**config.mk**
```make
export PLATFORM = sky130hd
export DESIGN_NAME = or_delta
export DESIGN_NICKNAME = d
export VERILOG_FILES = /design/src/rtl/or_delta.sv
export SDC_FILE = /design/constraint.sdc
export NUM_CORES = 1
export LEC_CHECK = 0
export CAP_MARGIN = 10
export CORE_UTILIZATION = 54
export DETAILED_ROUTE_END_ITERATION = 8
export PLACE_DENSITY = 0.86
export SLEW_MARGIN = 20
export SYNTH_ARGS = -nofsm -noshare
export SYNTH_HDL_FRONTEND = slang
export SYNTH_SLANG_ARGS = --single-unit
export TNS_END_PERCENT = 20
```
**constraint.sdc**
```tcl
create_clock -name clk -period 6.3 [get_ports clk]
set_clock_uncertainty 0.1 [all_clocks]
set_input_delay 1.26 -clock clk [delete_from_list [all_inputs] [get_ports clk]]
set_output_delay 1.26 -clock clk [all_outputs]
set_load 0.01 [all_outputs]
```
**src/rtl/or_delta.sv**
```systemverilog
// Or-opt move cost evaluator: fetches five tour positions and six edge lengths,
// then reports the signed tour-length change of moving city K to just after L.
package replica_pkg;
  localparam int city_num = 8;
  localparam int city_w   = $clog2(city_num);

  typedef enum logic {THR = 1'b0, OR1 = 1'b1} com_t;

  typedef struct packed {
    com_t              com;
    logic [3:0]        base_id;
    logic [city_w-1:0] K;
    logic [city_w-1:0] L;
    logic [15:0]       r_metropolis;
  } opt_t;
endpackage

module or_delta
  import replica_pkg::*;
#(
  parameter int DIST_W   = 16,
  parameter int CITY_NUM = city_num,
  parameter int CITY_W   = $clog2(CITY_NUM)
) (
  input  logic                       clk,
  input  logic                       reset,
  input  logic                       run_i,
  input  opt_t                       opt_i,
  output logic [CITY_W-1:0]          ord_addr,
  input  logic [CITY_W-1:0]          ord_data,
  output logic [2*CITY_W-1:0]        dist_addr,
  input  logic [DIST_W-1:0]          dist_data,
  output logic                       run_o,
  output opt_t                       opt_o,
  output logic signed [DIST_W+2:0]   delta,
  output logic                       busy
);

  typedef enum logic [1:0] {IDLE, RD_ORD, RD_DIST, DONE} state_t;

  state_t                     state_reg, state_next;
  logic [2:0]                 cnt_reg;
  opt_t                       opt_reg;
  logic signed [DIST_W+2:0]   delta_reg;
  logic [CITY_W-1:0]          ord_addr_reg;
  logic [2*CITY_W-1:0]        dist_addr_reg;
  logic [5*CITY_W-1:0]        city_vec;
  logic [CITY_W-1:0]          ord_next;
  logic [2*CITY_W-1:0]        edge_next;
  logic [CITY_W-1:0]          c0, c1, c2, c3, c4;
  logic signed [DIST_W+2:0]   dist_ext;

  function automatic logic [CITY_W-1:0] pos_inc(input logic [CITY_W-1:0] p);
    return (p == CITY_W'(CITY_NUM - 1)) ? '0 : p + CITY_W'(1);
  endfunction

  function automatic logic [CITY_W-1:0] pos_dec(input logic [CITY_W-1:0] p);
    return (p == '0) ? CITY_W'(CITY_NUM - 1) : p - CITY_W'(1);
  endfunction

  // Tour position i's city id is captured in RD_ORD count i+1 (one-cycle RAM latency).
  generate
    for (genvar gi = 0; gi < 5; gi++) begin : g_city
      logic [CITY_W-1:0] city_reg;
      always_ff @(posedge clk) begin
        if (state_reg == RD_ORD && cnt_reg == 3'(gi + 1))
          city_reg <= ord_data;
      end
      assign city_vec[gi*CITY_W +: CITY_W] = city_reg;
    end
  endgenerate

  assign c0 = city_vec[0*CITY_W +: CITY_W];
  assign c1 = city_vec[1*CITY_W +: CITY_W];
  assign c2 = city_vec[2*CITY_W +: CITY_W];
  assign c3 = city_vec[3*CITY_W +: CITY_W];
  assign c4 = city_vec[4*CITY_W +: CITY_W];

  assign dist_ext = $signed({3'b000, dist_data});

  always_comb begin
    ord_next = CITY_W'(opt_reg.K);
    case (cnt_reg)
      3'd0:    ord_next = CITY_W'(opt_reg.K);
      3'd1:    ord_next = pos_inc(CITY_W'(opt_reg.K));
      3'd2:    ord_next = CITY_W'(opt_reg.L);
      default: ord_next = pos_inc(CITY_W'(opt_reg.L));
    endcase
  end

  // Edge 1 is issued on leaving RD_ORD; edges 2..6 follow one per RD_DIST count.
  always_comb begin
    edge_next = {c1, c4};
    case (cnt_reg)
      3'd0:    edge_next = {c1, c2};
      3'd1:    edge_next = {c3, c4};
      3'd2:    edge_next = {c0, c2};
      3'd3:    edge_next = {c3, c1};
      default: edge_next = {c1, c4};
    endcase
  end

  always_ff @(posedge clk) begin
    if (reset) state_reg <= IDLE;
    else       state_reg <= state_next;
  end

  always_comb begin
    state_next = state_reg;
    run_o      = 1'b0;
    busy       = 1'b1;
    case (state_reg)
      IDLE: begin
        busy = 1'b0;
        if (run_i) state_next = (opt_i.com == OR1) ? RD_ORD : DONE;
      end
      RD_ORD:  if (cnt_reg == 3'd5) state_next = RD_DIST;
      RD_DIST: if (cnt_reg == 3'd6) state_next = DONE;
      default: begin
        run_o      = 1'b1;
        state_next = IDLE;
      end
    endcase
  end

  always_ff @(posedge clk) begin
    if (reset) begin
      cnt_reg       <= '0;
      opt_reg       <= '0;
      delta_reg     <= '0;
      ord_addr_reg  <= '0;
      dist_addr_reg <= '0;
    end else begin
      case (state_reg)
        IDLE: begin
          cnt_reg <= '0;
          if (run_i) begin
            opt_reg   <= opt_i;
            delta_reg <= '0;
            if (opt_i.com == OR1) ord_addr_reg <= pos_dec(CITY_W'(opt_i.K));
          end
        end
        RD_ORD: begin
          cnt_reg <= (cnt_reg == 3'd5) ? 3'd0 : cnt_reg + 3'd1;
          if (cnt_reg < 3'd4)  ord_addr_reg  <= ord_next;
          if (cnt_reg == 3'd5) dist_addr_reg <= {c0, c1};
        end
        RD_DIST: begin
          cnt_reg <= cnt_reg + 3'd1;
          if (cnt_reg < 3'd5) dist_addr_reg <= edge_next;
          // Counts 1..3 return the removed edges, 4..6 the inserted ones.
          if (cnt_reg >= 3'd1 && cnt_reg <= 3'd3) delta_reg <= delta_reg - dist_ext;
          else if (cnt_reg >= 3'd4)               delta_reg <= delta_reg + dist_ext;
        end
        default: cnt_reg <= '0;
      endcase
    end
  end

  assign ord_addr  = ord_addr_reg;
  assign dist_addr = dist_addr_reg;
  assign opt_o     = opt_reg;
  assign delta     = delta_reg;

endmodule

```
==> results of run 1 <==
==> area by class of cell <==
class	count	area, um2	share of cell area
Clock buffer	13	201	0.0355
Clock inverter	2	37.5	0.00662
Inverter	19	71.3	0.0126
Multi-Input combinational cell	383	2530	0.446
Sequential cell	75	1650	0.291
Tap cell	102	128	0.0225
Timing Repair Buffer	106	1050	0.186
==> cells by family (layout without fill, tap and decap cells) <==
logic type      Yosys count  in the layout  share of synthesized area
simple gates            166            166                      0.179
mux                       6              6                     0.0137
flops                    75             75                      0.376
compound gates          149            149                      0.227
fa+ha+maj                35             35                      0.101
xor+xnor                 27             27                     0.0538
buf+inv                  45            140                     0.0484
==> synth_stat cells, drive strengths merged (2+ instances only) <==
library cell	number	area, um2
edfxtp	15	450
nand4	9	56.3
nor2b	6	37.5
ha	34	425
dfxtp	60	1200
inv	19	71.3
and3	6	38.8
o211ai	2	15.0
and4	2	18.8
o21a	4	30.0
o31ai	9	67.6
a21boi	3	22.5
xnor2	10	87.6
a22oi	14	105
and2	3	20.0
or4	2	22.5
or3	4	32.5
nor3	5	25.0
a21oi	49	260
a222oi	2	20.0
nor4	2	12.5
xor2	17	149
a22o	7	61.3
a221o	2	20.0
o41ai	2	17.5
clkbuf	18	67.6
buf	8	73.8
nand3b	2	15.0
mux2i	6	60.1
o21ai	25	129
a21o	8	61.3
a221oi	2	17.5
nand2b	5	41.3
a211oi	7	52.6
nand2	77	289
nor2	39	146
==> per-layer routing <==
layer  part of all wire  vias to the layer above
li1                   -                     1999
met1               0.43                     1935
met2               0.49                      126
met3              0.062                       17
met4              0.017                        0
met5                  0                        -
==> critical path, cell delays in order <==
cell                              delay [ns]
sky130_fd_sc_hd__clkdlybuf4s50_1        0.46
sky130_fd_sc_hd__or4_4                  0.57
sky130_fd_sc_hd__or3_4                  0.37
sky130_fd_sc_hd__o21ai_1                0.16
sky130_fd_sc_hd__xor2_1                 0.16
sky130_fd_sc_hd__ha_1                   0.34
sky130_fd_sc_hd__a2111oi_0              0.40
sky130_fd_sc_hd__o21ai_1                0.15
sky130_fd_sc_hd__a41oi_1                0.55
sky130_fd_sc_hd__and2_2                 0.26
sky130_fd_sc_hd__and3_2                 0.18
sky130_fd_sc_hd__nor4_1                 0.04
sky130_fd_sc_hd__a21oi_1                0.11
==> where the power goes <==
group	switching (mW)	internal, mW
registers	0.0398	0.550
logic	0.463	0.354
clock network	0.180	0.251
total	0.683	1.16
==> per-stage QoR <==
stage,total power [mW],util,area (um2)
finish,1.84,0.726,5670
global route,1.96,0.726,5670
CTS,1.84,0.726,5670
detailed placement,1.41,0.696,5430
global placement,1.38,0.696,5430
floorplan,1.16,-,4390
==> path summary, 6_finish.rpt <==
kind	startpoint	endpoint	slack, ns	depth (start not counted)
worst max-delay path	dist_data[9]	delta[18]$_SDFFE_PP0P_	1.47	13
worst min-delay path	opt_o[13]$_SDFFE_PP0P_	opt_o[13]$_SDFFE_PP0P_	0.36	2
worst max register to register	cnt_reg[2]$_SDFF_PP0_	delta[18]$_SDFFE_PP0P_	1.97	13
worst min register to register	opt_o[13]$_SDFFE_PP0P_	opt_o[13]$_SDFFE_PP0P_	0.36	2
==> report_table.html, run 1 <==
<table>
<tr><th>Metric</th><th>Value</th></tr>
<tr><th colspan="2">Cells and area</th></tr>
<tr><td>Fill cell instance count of the final layout</td><td>593</td></tr>
<tr><td>Net count reported at finish</td><td>678</td></tr>
<tr><td>Diode insertion count for antenna repair</td><td>0</td></tr>
<tr><td>Max FFs per register</td><td>27</td></tr>
<tr><td>Most common library cell in the layout ignoring fill and taps</td><td>sky130_fd_sc_hd__clkdlybuf4s50_1</td></tr>
<tr><td>Number of standard cells in the final layout excluding fillers</td><td>700</td></tr>
<tr><td>Most frequent cells in the layout</td><td>sky130_fd_sc_hd__clkdlybuf4s50_1 (104), sky130_fd_sc_hd__nand2_1 (77), sky130_fd_sc_hd__dfxtp_1 (60), sky130_fd_sc_hd__a21oi_1 (47), sky130_fd_sc_hd__nor2_1 (39)</td></tr>
<tr><td>Share of cells above drive strength 1</td><td>0.0552</td></tr>
<tr><td>Signed area change from the synthesized netlist to the final layout</td><td>29.1%</td></tr>
<tr><th colspan="2">Route</th></tr>
<tr><td>Number of design-rule violations left by the first detailed-router iteration</td><td>132</td></tr>
<tr><td>DRC Markers</td><td>0</td></tr>
<tr><td>Mean routed wirelength per cell</td><td>15.1 um</td></tr>
<tr><td>Antenna viol nets, final</td><td>0</td></tr>
<tr><td>Detailed-route via count</td><td>4077</td></tr>
<tr><td>Via/cell ratio</td><td>5.82</td></tr>
<tr><td>Number of detailed-route iterations in the first pass</td><td>5</td></tr>
<tr><td>Detailed Route WL</td><td>10600 um</td></tr>
<tr><th colspan="2">Yosys</th></tr>
<tr><td>Synthesized area</td><td>4390 um2</td></tr>
<tr><td>Count of flip-flops with a built-in enable after synthesis</td><td>15</td></tr>
<tr><td>Average size of a mapped cell</td><td>8.73 um2</td></tr>
<tr><td>Most frequently used flop master after synthesis</td><td>sky130_fd_sc_hd__dfxtp_1</td></tr>
<tr><td>Count of cell types in the netlist</td><td>70</td></tr>
<tr><td>Count of warnings emitted by yosys</td><td>0</td></tr>
<tr><td>Register area share after synthesis</td><td>0.376</td></tr>
<tr><td>Gate count after technology mapping</td><td>503</td></tr>
<tr><td>Synthesized Nets</td><td>587</td></tr>
<tr><td>Share of flip-flops with an asynchronous set or reset after synthesis</td><td>0</td></tr>
<tr><td>Count of state elements after synthesis</td><td>75</td></tr>
<tr><th colspan="2">Clock network</th></tr>
<tr><td>Cts bufs inserted</td><td>9</td></tr>
<tr><td>Maximum level of the CTS H-tree</td><td>3</td></tr>
<tr><td>Clock root buffer</td><td>sky130_fd_sc_hd__clkbuf_8</td></tr>
<tr><td>Quantity of gates resized following cts</td><td>0</td></tr>
<tr><td>Setup Fix Bufs, Post-CTS</td><td>0</td></tr>
<tr><td>CTS sink cnt</td><td>75</td></tr>
<tr><td>Clock-pin slew on the worst setup and hold paths</td><td>0.09 ns</td></tr>
<tr><td>Number of buffers between clock root and the deepest sink</td><td>2</td></tr>
<tr><td>Worst-Skew Late Latency</td><td>0.35 ns</td></tr>
<tr><td>CTS tree</td><td>done</td></tr>
<tr><td>Hold buffer count at CTS</td><td>0</td></tr>
<tr><th colspan="2">GRT</th></tr>
<tr><td>Global route hottest layer</td><td>met2</td></tr>
<tr><td>GR met3 Demand/Resource</td><td>0.0746</td></tr>
<tr><td>Vias in the first global route</td><td>3989</td></tr>
<tr><td>Total grt overflow</td><td>0</td></tr>
<tr><td>Met2 demand-to-capacity share in global routing</td><td>0.459</td></tr>
<tr><td>Initial antenna violation count</td><td>0</td></tr>
<tr><td>Maximum number of pins on one net before global-route repair</td><td>52</td></tr>
<tr><td>First-pass GRT wire length</td><td>17900 um</td></tr>
<tr><td>Total routing usage reported by global routing</td><td>0.263</td></tr>
<tr><td>Met1 track demand over resource in global routing</td><td>0.309</td></tr>
<tr><th colspan="2">Setup path</th></tr>
<tr><td>Worst setup path class</td><td>input port to register</td></tr>
<tr><td>Data required time of the critical path</td><td>6.49 ns</td></tr>
<tr><td>CP max FO</td><td>7</td></tr>
<tr><td>Endpoint arrival time on the critical path</td><td>5.02 ns</td></tr>
<tr><td>Startpoint Class</td><td>input port</td></tr>
<tr><td>Worst setup EP type</td><td>register</td></tr>
<tr><th colspan="2">STA</th></tr>
<tr><td>Count of final setup violators</td><td>0</td></tr>
<tr><td>Share of the cycle needed by the critical path after routing</td><td>0.767</td></tr>
<tr><td>Transition time of the tightest slew-check pin</td><td>0.958 ns</td></tr>
<tr><td>Achievable Freq</td><td>207 MHz</td></tr>
<tr><td>Tmin final</td><td>4.83 ns</td></tr>
<tr><td>Unrepaired setup endpoints after global routing</td><td>false</td></tr>
<tr><td>Worst hold slack</td><td>0.356 ns</td></tr>
<tr><td>Total Neg Setup Slack</td><td>0 ns</td></tr>
<tr><td>Max-slew violation count</td><td>0</td></tr>
<tr><td>Worst relative slew slack</td><td>0.361</td></tr>
<tr><td>Hold Violations, Final</td><td>0</td></tr>
<tr><td>Final worst slack</td><td>1.47 ns</td></tr>
<tr><th colspan="2">Die</th></tr>
<tr><td>Std-Cell Core Area</td><td>7810 um2</td></tr>
<tr><td>Die H</td><td>92.2 um</td></tr>
<tr><td>Die Width</td><td>92.2 um</td></tr>
<tr><td>Die outline area</td><td>8500 um2</td></tr>
<tr><td>Top-Level Pins</td><td>106</td></tr>
<tr><td>Initial core utilization</td><td>0.563</td></tr>
<tr><td>Standard-cell rows</td><td>32</td></tr>
<tr><th colspan="2">Run</th></tr>
<tr><td>Maximum capacitance violations</td><td>0</td></tr>
<tr><th colspan="2">Worst hold path</th></tr>
<tr><td>Worst min path class</td><td>register to register</td></tr>
<tr><th colspan="2">Place</th></tr>
<tr><td>Placed Cells incl. Taps</td><td>685</td></tr>
<tr><td>Post-DP HPWL</td><td>7850 um</td></tr>
<tr><td>Placer Congestion</td><td>0.889</td></tr>
<tr><td>Count of buffers from port buffering</td><td>105</td></tr>
<tr><td>Dpl ws</td><td>1.18 ns</td></tr>
<tr><th colspan="2">Power and ir drop</th></tr>
<tr><td>Peak VDD IR</td><td>243 uV</td></tr>
<tr><td>Cell leakage power</td><td>2.25 nW</td></tr>
<tr><td>Pwr/cell area</td><td>324 nW/um2</td></tr>
<tr><th colspan="2">Run status</th></tr>
<tr><td>Outcome</td><td>complete, no violations</td></tr>
</table>
Note: power is estimated with default switching activity, not from simulation.
==> run 2, diff against run 1 <==
--- a/config.mk
+++ b/config.mk
@@ -6,9 +6,9 @@
 export NUM_CORES = 1
 export LEC_CHECK = 0
 export CAP_MARGIN = 10
-export CORE_UTILIZATION = 54
+export CORE_UTILIZATION = 45
 export DETAILED_ROUTE_END_ITERATION = 8
-export PLACE_DENSITY = 0.86
+export PLACE_DENSITY = 0.76
 export SLEW_MARGIN = 20
 export SYNTH_ARGS = -nofsm -noshare
 export SYNTH_HDL_FRONTEND = slang
==> constraint.sdc (replaced) <==
create_clock -name clk -period 4.4 [get_ports clk]
set_clock_uncertainty 0.1 [all_clocks]
set_input_delay 0.88 -clock clk [delete_from_list [all_inputs] [get_ports clk]]
set_output_delay 0.88 -clock clk [all_outputs]
set_load 0.01 [all_outputs]
==> run 2 against run 1 <==
Sequential share of layout area down 1.0 points. Cell count up 7.6%. Combinational power up 49%. Clock-buffer cell count down 1. Critical path type unchanged.
==> report_table.html, run 2 (synthesis gave the netlist of run 1 again) <==
<table>
<tr><th>Metric</th><th>Value</th></tr>
<tr><th colspan="2">Clock network</th></tr>
<tr><td>Hold buffer count at CTS</td><td>0 (unchanged)</td></tr>
<tr><td>Clock root buffer</td><td>sky130_fd_sc_hd__clkbuf_8</td></tr>
<tr><td>CTS tree</td><td>done</td></tr>
<tr><td>Worst-Skew Late Latency</td><td>0.35 ns (about the same)</td></tr>
<tr><td>Cts bufs inserted</td><td>9 (unchanged)</td></tr>
<tr><td>Maximum level of the CTS H-tree</td><td>3 (unchanged)</td></tr>
<tr><td>Setup Fix Bufs, Post-CTS</td><td>0 (unchanged)</td></tr>
<tr><td>CTS sink cnt</td><td>75 (unchanged)</td></tr>
<tr><td>Number of buffers between clock root and the deepest sink</td><td>2 (unchanged)</td></tr>
<tr><td>Clock-pin slew on the worst setup and hold paths</td><td>0.09 ns (about the same)</td></tr>
<tr><td>Quantity of gates resized following cts</td><td>0 (unchanged)</td></tr>
<tr><th colspan="2">Cells and area</th></tr>
<tr><td>Diode insertion count for antenna repair</td><td>0 (unchanged)</td></tr>
<tr><td>Fill cell instance count of the final layout</td><td>806 (+36%)</td></tr>
<tr><td>Share of cells above drive strength 1</td><td>0.0962 (+0.0410)</td></tr>
<tr><td>Signed area change from the synthesized netlist to the final layout</td><td>33.9%</td></tr>
<tr><td>Number of standard cells in the final layout excluding fillers</td><td>753 (+7.6%)</td></tr>
<tr><td>Most frequent cells in the layout</td><td>sky130_fd_sc_hd__clkdlybuf4s50_1 (104), sky130_fd_sc_hd__nand2_1 (77), sky130_fd_sc_hd__dfxtp_1 (60), sky130_fd_sc_hd__a21oi_1 (47), sky130_fd_sc_hd__nor2_1 (39)</td></tr>
<tr><td>Net count reported at finish</td><td>703 (+3.7%)</td></tr>
<tr><td>Most common library cell in the layout ignoring fill and taps</td><td>sky130_fd_sc_hd__clkdlybuf4s50_1</td></tr>
<tr><td>Max FFs per register</td><td>27 (unchanged)</td></tr>
<tr><td>Post-layout instance area</td><td>5880 um2 (+3.7%)</td></tr>
<tr><td>Utilization of the core after routing</td><td>0.631 (-0.0959)</td></tr>
<tr><th colspan="2">Die</th></tr>
<tr><td>Standard-cell rows</td><td>35 (+9.4%)</td></tr>
<tr><td>Die Width</td><td>101 um (+9.3%)</td></tr>
<tr><td>Die outline area</td><td>10200 um2 (+20%)</td></tr>
<tr><td>Initial core utilization</td><td>0.471 (-0.0917)</td></tr>
<tr><td>Std-Cell Core Area</td><td>9330 um2 (+19%)</td></tr>
<tr><td>Die H</td><td>101 um (+9.3%)</td></tr>
<tr><td>Top-Level Pins</td><td>106 (unchanged)</td></tr>
<tr><th colspan="2">Place</th></tr>
<tr><td>Standard cell area after detailed placement</td><td>5650 um2 (+4.1%)</td></tr>
<tr><td>Placer Congestion</td><td>0.893 (+0.45%)</td></tr>
<tr><td>Count of buffers from port buffering</td><td>105 (unchanged)</td></tr>
<tr><td>Post-DP HPWL</td><td>8210 um (+4.7%)</td></tr>
<tr><td>Dpl ws</td><td>-0.174 ns (-1.35 ns)</td></tr>
<tr><td>Placed Cells incl. Taps</td><td>737 (+7.6%)</td></tr>
<tr><th colspan="2">STA</th></tr>
<tr><td>Count of final setup violators</td><td>0 (unchanged)</td></tr>
<tr><td>Total Neg Setup Slack</td><td>0 ns (unchanged)</td></tr>
<tr><td>Worst relative slew slack</td><td>0.356 (-0.00476)</td></tr>
<tr><td>Tmin final</td><td>4.12 ns</td></tr>
<tr><td>Hold Violations, Final</td><td>0 (unchanged)</td></tr>
<tr><td>Achievable Freq</td><td>243 MHz</td></tr>
<tr><td>Transition time of the tightest slew-check pin</td><td>0.965 ns (+0.00713 ns)</td></tr>
<tr><td>Final worst slack</td><td>0.277 ns (-1.19 ns)</td></tr>
<tr><td>Max-slew violation count</td><td>0 (unchanged)</td></tr>
<tr><td>Share of the cycle needed by the critical path after routing</td><td>0.937</td></tr>
<tr><td>Worst hold slack</td><td>0.365 ns (+0.00821 ns)</td></tr>
<tr><th colspan="2">Route</th></tr>
<tr><td>Detailed-route via count</td><td>4097 (+0.49%)</td></tr>
<tr><td>Via/cell ratio</td><td>5.44 (-6.6%)</td></tr>
<tr><td>DRC Markers</td><td>0 (unchanged)</td></tr>
<tr><td>Mean routed wirelength per cell</td><td>14.6 um (-3.7%)</td></tr>
<tr><td>Detailed Route WL</td><td>11000 um (+3.5%)</td></tr>
<tr><td>Antenna viol nets, final</td><td>0 (unchanged)</td></tr>
<tr><td>Number of detailed-route iterations in the first pass</td><td>4 (-1)</td></tr>
<tr><td>Number of design-rule violations left by the first detailed-router iteration</td><td>143 (+8.3%)</td></tr>
<tr><th colspan="2">Setup path</th></tr>
<tr><td>Critical path cell sequence</td><td>clkdlybuf4s50_1 &gt; or4_4 &gt; or3_4 &gt; o41ai_1 &gt; xor2_1 &gt; ha_1 &gt; a2111oi_0 &gt; o21ai_1 &gt; a41oi_2 &gt; buf_4 &gt; nand4_1 &gt; o31ai_1 &gt; a311oi_1 &gt; a21oi_1</td></tr>
<tr><td>Worst setup EP type</td><td>register</td></tr>
<tr><td>Worst Path Buf+Inv</td><td>2 (+1)</td></tr>
<tr><td>Cell with the biggest individual delay on the critical path</td><td>sky130_fd_sc_hd__or4_4</td></tr>
<tr><td>CP max FO</td><td>4 (-3)</td></tr>
<tr><td>Endpoint arrival time on the critical path</td><td>4.30 ns (-0.72 ns)</td></tr>
<tr><td>Startpoint Class</td><td>input port</td></tr>
<tr><td>Cell family with the largest share of critical-path delay</td><td>compound AO/OA/AOI/OAI gates</td></tr>
<tr><td>Maximum single-stage delay on the critical path</td><td>0.54 ns (-0.03 ns)</td></tr>
<tr><td>Data required time of the critical path</td><td>4.58 ns (-1.91 ns)</td></tr>
<tr><td>Worst setup path class</td><td>input port to register</td></tr>
<tr><th colspan="2">Power and ir drop</th></tr>
<tr><td>Cell leakage power</td><td>2.35 nW (+4.8%)</td></tr>
<tr><td>Sum of internal, switching and leakage power</td><td>2.63 mW (+43%)</td></tr>
<tr><td>Peak VDD IR</td><td>277 uV (+14%)</td></tr>
<tr><td>Pwr/cell area</td><td>447 nW/um2 (+38%)</td></tr>
<tr><th colspan="2">GRT</th></tr>
<tr><td>Total grt overflow</td><td>0 (unchanged)</td></tr>
<tr><td>Vias in the first global route</td><td>4020 (+0.78%)</td></tr>
<tr><td>Maximum number of pins on one net before global-route repair</td><td>52 (unchanged)</td></tr>
<tr><td>Initial antenna violation count</td><td>0 (unchanged)</td></tr>
<tr><td>Total routing usage reported by global routing</td><td>0.227 (-0.0363)</td></tr>
<tr><td>First-pass GRT wire length</td><td>18300 um (+2.2%)</td></tr>
<tr><th colspan="2">Worst hold path</th></tr>
<tr><td>Worst min path class</td><td>register to register</td></tr>
<tr><th colspan="2">Run status</th></tr>
<tr><td>Outcome</td><td>complete, no violations</td></tr>
<tr><th colspan="2">Run</th></tr>
<tr><td>Maximum capacitance violations</td><td>0 (unchanged)</td></tr>
</table>
run 2: layout make-up:
| class | count | area [um2] | share of cell area |
|---|---|---|---|
| multi-input combinational | 383 | 2540 | 0.432 |
| sequential | 75 | 1650 | 0.281 |
| timing repair buffer | 131 | 1240 | 0.211 |
| clock buffer | 12 | 178 | 0.0302 |
| tap | 129 | 161 | 0.0274 |
| inverter | 19 | 71.3 | 0.0121 |
| clock inverter | 4 | 36.3 | 0.00617 |
run 2: worst paths after layout:
path	from	end	slack, ns	depth (start not counted)
min	opt_o[11]$_SDFFE_PP0P_	opt_o[11]$_SDFFE_PP0P_	0.36	2
max reg2reg	cnt_reg[1]$_SDFF_PP0_	delta[18]$_SDFFE_PP0P_	0.38	15
min reg2reg	opt_o[11]$_SDFFE_PP0P_	opt_o[11]$_SDFFE_PP0P_	0.36	2
max	dist_data[9]	delta[18]$_SDFFE_PP0P_	0.28	14
run 2: worst reg2reg max path, stage by stage, from the launching register on:
cell and delay [ns]:
sky130_fd_sc_hd__dfxtp_1 0.45, sky130_fd_sc_hd__inv_1 0.10, sky130_fd_sc_hd__ha_1 0.21, sky130_fd_sc_hd__or4_4 0.56
sky130_fd_sc_hd__o21ai_2 0.09, sky130_fd_sc_hd__buf_4 0.21, sky130_fd_sc_hd__o31ai_1 0.10, sky130_fd_sc_hd__xor2_1 0.16
sky130_fd_sc_hd__ha_1 0.37, sky130_fd_sc_hd__and3_1 0.19, sky130_fd_sc_hd__a221oi_1 0.48, sky130_fd_sc_hd__a21oi_2 0.19
sky130_fd_sc_hd__a21oi_4 0.26, sky130_fd_sc_hd__o31ai_1 0.12, sky130_fd_sc_hd__a311oi_1 0.20, sky130_fd_sc_hd__a21oi_1 0.11
run 2: power breakdown:
group / internal (mW) / total (mW) / switching, mW
logic: 0.543 / 1.22 / 0.674
clock network: 0.282 / 0.565 / 0.283
registers: 0.788 / 0.849 / 0.0608
total: 1.61 / 2.63 / 1.02
run 2: per-layer routing:
| layer | track usage | wire length, um |
|---|---|---|
| met1 | 0.269 | 4840 |
| met4 | 0.0691 | 59 |
| met3 | 0.0860 | 779 |
| met2 | 0.379 | 5280 |
| met5 | 0 | 0 |
